### config.mk
export PLATFORM = sky130hd
export DESIGN_NAME = datapath_ctrl
export DESIGN_NICKNAME = d
export VERILOG_FILES = /design/src/rtl/ctrl_pkg.sv /design/src/rtl/instr_dec.sv /design/src/rtl/datapath_ctrl.sv
export SDC_FILE = /design/constraint.sdc
export NUM_CORES = 1
export LEC_CHECK = 0
export BUFFER_PORTS_ARGS = -buffer_cell sky130_fd_sc_hd__buf_4
export CAP_MARGIN = 25
export CORE_AREA = 3 3 73 75
export DETAILED_ROUTE_END_ITERATION = 10
export DIE_AREA = 0 0 76 78
export PLACE_DENSITY = 0.51
export RECOVER_POWER = 100
export SYNTH_ARGS = -nofsm -noshare
export SYNTH_HDL_FRONTEND = slang
export SYNTH_SLANG_ARGS = --single-unit
### constraint.sdc
create_clock -name clk -period 1.6 [get_ports clk]
set_clock_uncertainty 0.05 [all_clocks]
set_input_delay 0.32 -clock clk [delete_from_list [all_inputs] [get_ports clk]]
set_output_delay 0.32 -clock clk [all_outputs]
set_load 0.02 [all_outputs]
### src/rtl/ctrl_pkg.sv
// ctrl_pkg: shared state, opcode, ALU and shifter encodings for the datapath controller
//   Provides state_t for the FSM, kind_t for decoded instruction classes,
//   the opcode/op constants and classify() which maps opc/op to a kind.
package ctrl_pkg;
   localparam int IR_W    = 16;
   localparam int RADDR_W = 3;
   typedef enum logic [2:0] {WAIT, DECODE, GET_A, GET_B, EXEC, WR_REG, WR_IMM, ERR} state_t;
   typedef enum logic [2:0] {K_MOVI, K_MOVR, K_ADD, K_CMP, K_AND, K_MVN, K_ILL} kind_t;
   localparam logic [2:0] OPC_MOV = 3'b110;
   localparam logic [2:0] OPC_ALU = 3'b101;
   localparam logic [1:0] OP_MOVI = 2'b10;
   localparam logic [1:0] OP_MOVR = 2'b00;
   localparam logic [1:0] ALU_ADD = 2'b00;
   localparam logic [1:0] ALU_SUB = 2'b01;
   localparam logic [1:0] ALU_AND = 2'b10;
   localparam logic [1:0] ALU_NOT = 2'b11;
   localparam logic [1:0] SH_NONE = 2'b00;
   localparam logic [1:0] SH_LSL  = 2'b01;
   localparam logic [1:0] SH_LSR  = 2'b10;
   localparam logic [1:0] SH_ASR  = 2'b11;
   function automatic kind_t classify(input logic [2:0] opc, input logic [1:0] op);
      if (opc == OPC_MOV)
         return op == OP_MOVI ? K_MOVI : op == OP_MOVR ? K_MOVR : K_ILL;
      if (opc == OPC_ALU)
         return op == ALU_ADD ? K_ADD : op == ALU_SUB ? K_CMP : op == ALU_AND ? K_AND : K_MVN;
      return K_ILL;
   endfunction
endpackage

### src/rtl/instr_dec.sv
// instr_dec: combinational field extraction and imm8 sign-extension of the latched instruction
//   ir     in  instruction word
//   kind   out decoded instruction class
//   rn/rd/rm out register fields, sh out shift field, op out ALU op field
//   sximm8 out sign-extended ir[7:0]
module instr_dec
   import ctrl_pkg::*;
(
   input  logic [IR_W-1:0]    ir,
   output kind_t              kind,
   output logic [RADDR_W-1:0] rn,
   output logic [RADDR_W-1:0] rd,
   output logic [RADDR_W-1:0] rm,
   output logic [1:0]         sh,
   output logic [1:0]         op,
   output logic [IR_W-1:0]    sximm8
);
   always_comb begin
      kind   = classify(ir[15:13], ir[12:11]);
      op     = ir[12:11];
      rn     = ir[10:8];
      rd     = ir[7:5];
      sh     = ir[4:3];
      rm     = ir[2:0];
      sximm8 = {{8{ir[7]}}, ir[7:0]};
   end
endmodule

### src/rtl/datapath_ctrl.sv
// datapath_ctrl: multi-cycle FSM sequencing register-file/ALU/shifter strobes for one instruction
//   clk, reset (async, active-high), s start and instr input accepted in WAIT
//   w ready flag; readnum/writenum/write register-file controls
//   loada/loadb/asel/shift/alu_op/loadc/loads/vsel datapath controls
//   sximm8 sign-extended immediate of the latched instruction; err illegal-instruction pulse
module datapath_ctrl
   import ctrl_pkg::*;
(
   input  logic               clk,
   input  logic               reset,
   input  logic               s,
   input  logic [IR_W-1:0]    instr,
   output logic               w,
   output logic [RADDR_W-1:0] readnum,
   output logic [RADDR_W-1:0] writenum,
   output logic               write,
   output logic               loada,
   output logic               loadb,
   output logic               asel,
   output logic [1:0]         shift,
   output logic [1:0]         alu_op,
   output logic               loadc,
   output logic               loads,
   output logic               vsel,
   output logic [IR_W-1:0]    sximm8,
   output logic               err
);
   state_t             state_q, state_d;
   logic [IR_W-1:0]    ir_q, ir_d;
   kind_t              kind;
   logic [RADDR_W-1:0] rn, rd, rm;
   logic [1:0]         sh, op;
   logic               exec;

   instr_dec u_dec (
      .ir     (ir_q),
      .kind   (kind),
      .rn     (rn),
      .rd     (rd),
      .rm     (rm),
      .sh     (sh),
      .op     (op),
      .sximm8 (sximm8)
   );

   always_comb begin
      state_d = state_q;
      ir_d    = ir_q;
      case (state_q)
         WAIT: begin
            state_d = s ? DECODE : WAIT;
            ir_d    = s ? instr : ir_q;
         end
         DECODE: state_d = kind == K_MOVI ? WR_IMM :
                           kind == K_ILL  ? ERR :
                           (kind == K_MOVR || kind == K_MVN) ? GET_B : GET_A;
         GET_A:  state_d = GET_B;
         GET_B:  state_d = EXEC;
         EXEC:   state_d = kind == K_CMP ? WAIT : WR_REG;
         default: state_d = WAIT;
      endcase
   end

   always_ff @(posedge clk or posedge reset) begin
      if (reset) begin
         state_q <= WAIT;
         ir_q    <= '0;
      end else begin
         state_q <= state_d;
         ir_q    <= ir_d;
      end
   end

   // Moore outputs: every strobe depends only on state_q and the latched instruction.
   always_comb begin
      exec     = state_q == EXEC;
      w        = state_q == WAIT;
      readnum  = state_q == GET_A ? rn : state_q == GET_B ? rm : '0;
      loada    = state_q == GET_A;
      loadb    = state_q == GET_B;
      writenum = state_q == WR_REG ? rd : state_q == WR_IMM ? rn : '0;
      write    = state_q == WR_REG || state_q == WR_IMM;
      vsel     = state_q == WR_IMM;
      err      = state_q == ERR;
      shift    = exec ? sh : SH_NONE;
      // MOV reg runs as 0 + shifted Rm, so it needs ADD with Ain forced to zero.
      alu_op   = exec && kind != K_MOVR ? op : ALU_ADD;
      asel     = exec && kind == K_MOVR;
      loadc    = exec && kind != K_CMP;
      loads    = exec && kind != K_MOVR;
   end
endmodule

==> out/qor.txt <==
Status -> complete, but fails checks
Failing checks -> negative setup slack
Chip height -> 78 µm
RR Endpoint -> ir_q[13]
Area occupied by multi-input gates -> 621 µm²
Register Area -> 475 µm²
Final period util -> 1.15
Final Max Slew Viols -> 0
Final GP Congestion -> 0.817
Reg2Reg Depth -> 6
Cell Area, Placed -> 1560 µm²
WL final -> 3040 µm
WS Path Type -> flip-flop to output pin
Setup Viol. Count Final -> 33
Number of flops mapped to enable cells by yosys -> 0
Netlist Area Pre-Place -> 1170 µm²
Die X -> 76 µm
CTS Root Cell -> clkbuf_8
Top Ports -> 54
Slew Limit Headroom -> 0.762
Vias in the first global route -> 1027
Post-synth top area share -> 0.407
WP data arrival -> 1.46 ns
Met2 GRT Util -> 0.178
Met3 usage -> 0.0255
Hold Crit Start -> instr[3]
Reg2reg setup slack -> -0.06 ns
Worst Setup End Kind -> output pin
Nets -> 178
Buf+Inv Stages, Crit Path -> 2
Filler instances -> 487
Post-synth top area cell -> dfrtp_1
Clock transition at path regs -> 0.07 ns
Drt pass-1 iters -> 4
Fin area -> 1800 µm²
Area Overhead vs Synth -> 54.0%
Seq/Total Area, Yosys -> 0.407
Avg Inst Size Synth -> 11.2 µm²
Hold Path Sink -> ir_q[3]
Synth area leaders -> dfrtp_1 41%, mux2_4 13%, buf_4 10%
Post-synth top flop -> dfrtp_1
Worst Hold Depth -> 2
Detailed router's first-iteration violation count -> 9
First-pass GRT wire length -> 5090 µm
Final Power -> 3820 µW
Vias -> 962
RSZ-0062 raised after global routing -> yes
WL/cell -> 13.5 µm
IO Port Bufs -> 53
Die Area -> 5930 µm²
Reg2reg start -> state_q[0]
Clock Sinks -> 19
Worst-skew pair later-pin latency -> 0.25 ns
Row count -> 25
Mapped Nets -> 123
DRT antenna net count -> 0
Crit-path leading delay family -> simple AND/OR/NAND/NOR gates
GR peak layer -> met2
Total CTS buffers -> 3
Clock Tree Buf Depth -> 2
Final count of hold timing violations -> 0
Worst setup path startpoint -> state_q[1]
CP max stage cell -> or3b_4
Grt ovf -> 0
Mapped Cells -> 104
Most frequent cells after synthesis -> 19 x dfrtp_1, 16 x buf_4, 10 x mux2_4
Largest net degree at the start of global routing -> 12
Most common cell in the synthesized netlist -> dfrtp_1
Ant diodes -> 0
Crit Path Max Fanout -> 3
CTS tree -> done
Min-Delay Path Class -> input pin to flip-flop
Yosys reg bits -> 19
Via density -> 4.28
Dpl ws -> -0.0496 ns
PD cells -> 2130 nW/µm²
Synth cell types -> 30
Initial antenna violation count -> 0
GRT Resource Usage Total -> 0.108
Core ar. -> 4720 µm²
GR Util met1 -> 0.128
H-tree depth -> 1
Setup WS post-layout -> -0.233 ns
Leak Pwr -> 0.000838 µW
Crit-path cells -> or3b_4 > a31o_4 > inv_2 > buf_6
Worst endpoint required time -> 1.23 ns
Worst vdd ir -> 0.489 mV
Residual DRC -> 0
Detail Placement HPWL -> 2250 µm
Starting Density -> 0.247
Worst Tran Pin Value -> 0.357 ns
Fmax -> 545 MHz
CP Launch Type -> flip-flop
Max-Cap Viols -> 0
Total number of yosys warnings -> 0
Final min period -> 1.83 ns
Share of cells above drive strength 1 -> 0.601
Asr flop ratio synth -> 1.00
Largest stage delay on the critical path -> 0.42 ns
-- placed cells by master, fill, tap and decap left out, drive strengths merged --
master and instances:
nor3 1, clkbuf 21, and3 2, nor2 4, nor3b 2, nand2 2
o311ai 1, nor4 1, a31o 1, or3b 1, and2 6, nor2b 7
a21boi 1, a22oi 3, o41ai 1, inv 3, nand2b 4, dfrtp 19
dlygate4sd3 1, o211a 1, o21ai 1, mux2 16, and3b 1, clkinv 1
a21oi 2, a22o 3, buf 52
-- cell type report --
cell class / instances / share of cell area
Multi-Input combinational cell: 61 / 0.345
Timing Repair Buffer: 71 / 0.312
Sequential cell: 19 / 0.264
Tap cell: 67 / 0.0466
Clock buffer: 3 / 0.0229
Inverter: 3 / 0.00626
Clock inverter: 1 / 0.00278
-- power by group --
| group | leakage [µW] | internal (µW) | switching (µW) |
|---|---|---|---|
| clock network | 0.0000255 | 173 | 156 |
| registers | 0.000226 | 730 | 254 |
| logic | 0.000586 | 1280 | 1230 |
| total | 0.000838 | 2180 | 1640 |
-- worst max path at each step --
stage | slack, ns | to | depth (start not counted)
floorplan | -0.07 | ir_q[10] | 5
global placement | 0.005 | loadc | 4
detailed placement | -0.05 | loadc | 4
CTS | -0.24 | loads | 4
global route | -0.29 | asel | 5
finish | -0.23 | loadc | 4
-- per-layer routing --
metal,share of wire,vias to the layer above
met5,0,-
met4,0.021,0
met3,0.057,4
met2,0.50,36
met1,0.42,466
li1,-,456
-- sequential cells by signal (all words and copies together) (netlist names) --
signal / flops
state_q: 3
ir_q: 16
-- repair_timing --
| item | CTS | global route |
|---|---|---|
| resized for setup | 33 | 7 |
| setup buffers | 9 | 0 |
| endpoints found under the hold margin | 8 | 0 |
| hold buffers | 1 | 0 |
| pin swaps | 2 | 3 |
| endpoints found under the setup margin | 24 | 35 |
-- metrics by stage --
step	TNS, ns	cells	util	hold slack, ns
detailed placement	-0.228	212	0.331	0.261
finish	-3.30	225	0.381	0.241
global placement	0	212	0.331	0.252
floorplan	-0.825	104	-	0.221
CTS	-3.75	226	0.390	0.231
global route	-5.69	225	0.381	0.229
-- cells by family after synthesis --
family,Yosys count,synth area share
AND/OR/NAND/NOR,31,0.165
buffers and inverters,24,0.150
flip-flops,19,0.407
multiplexers,16,0.186
AO/OA/AOI/OAI,14,0.0921
Power figures use the tool's default switching activity.
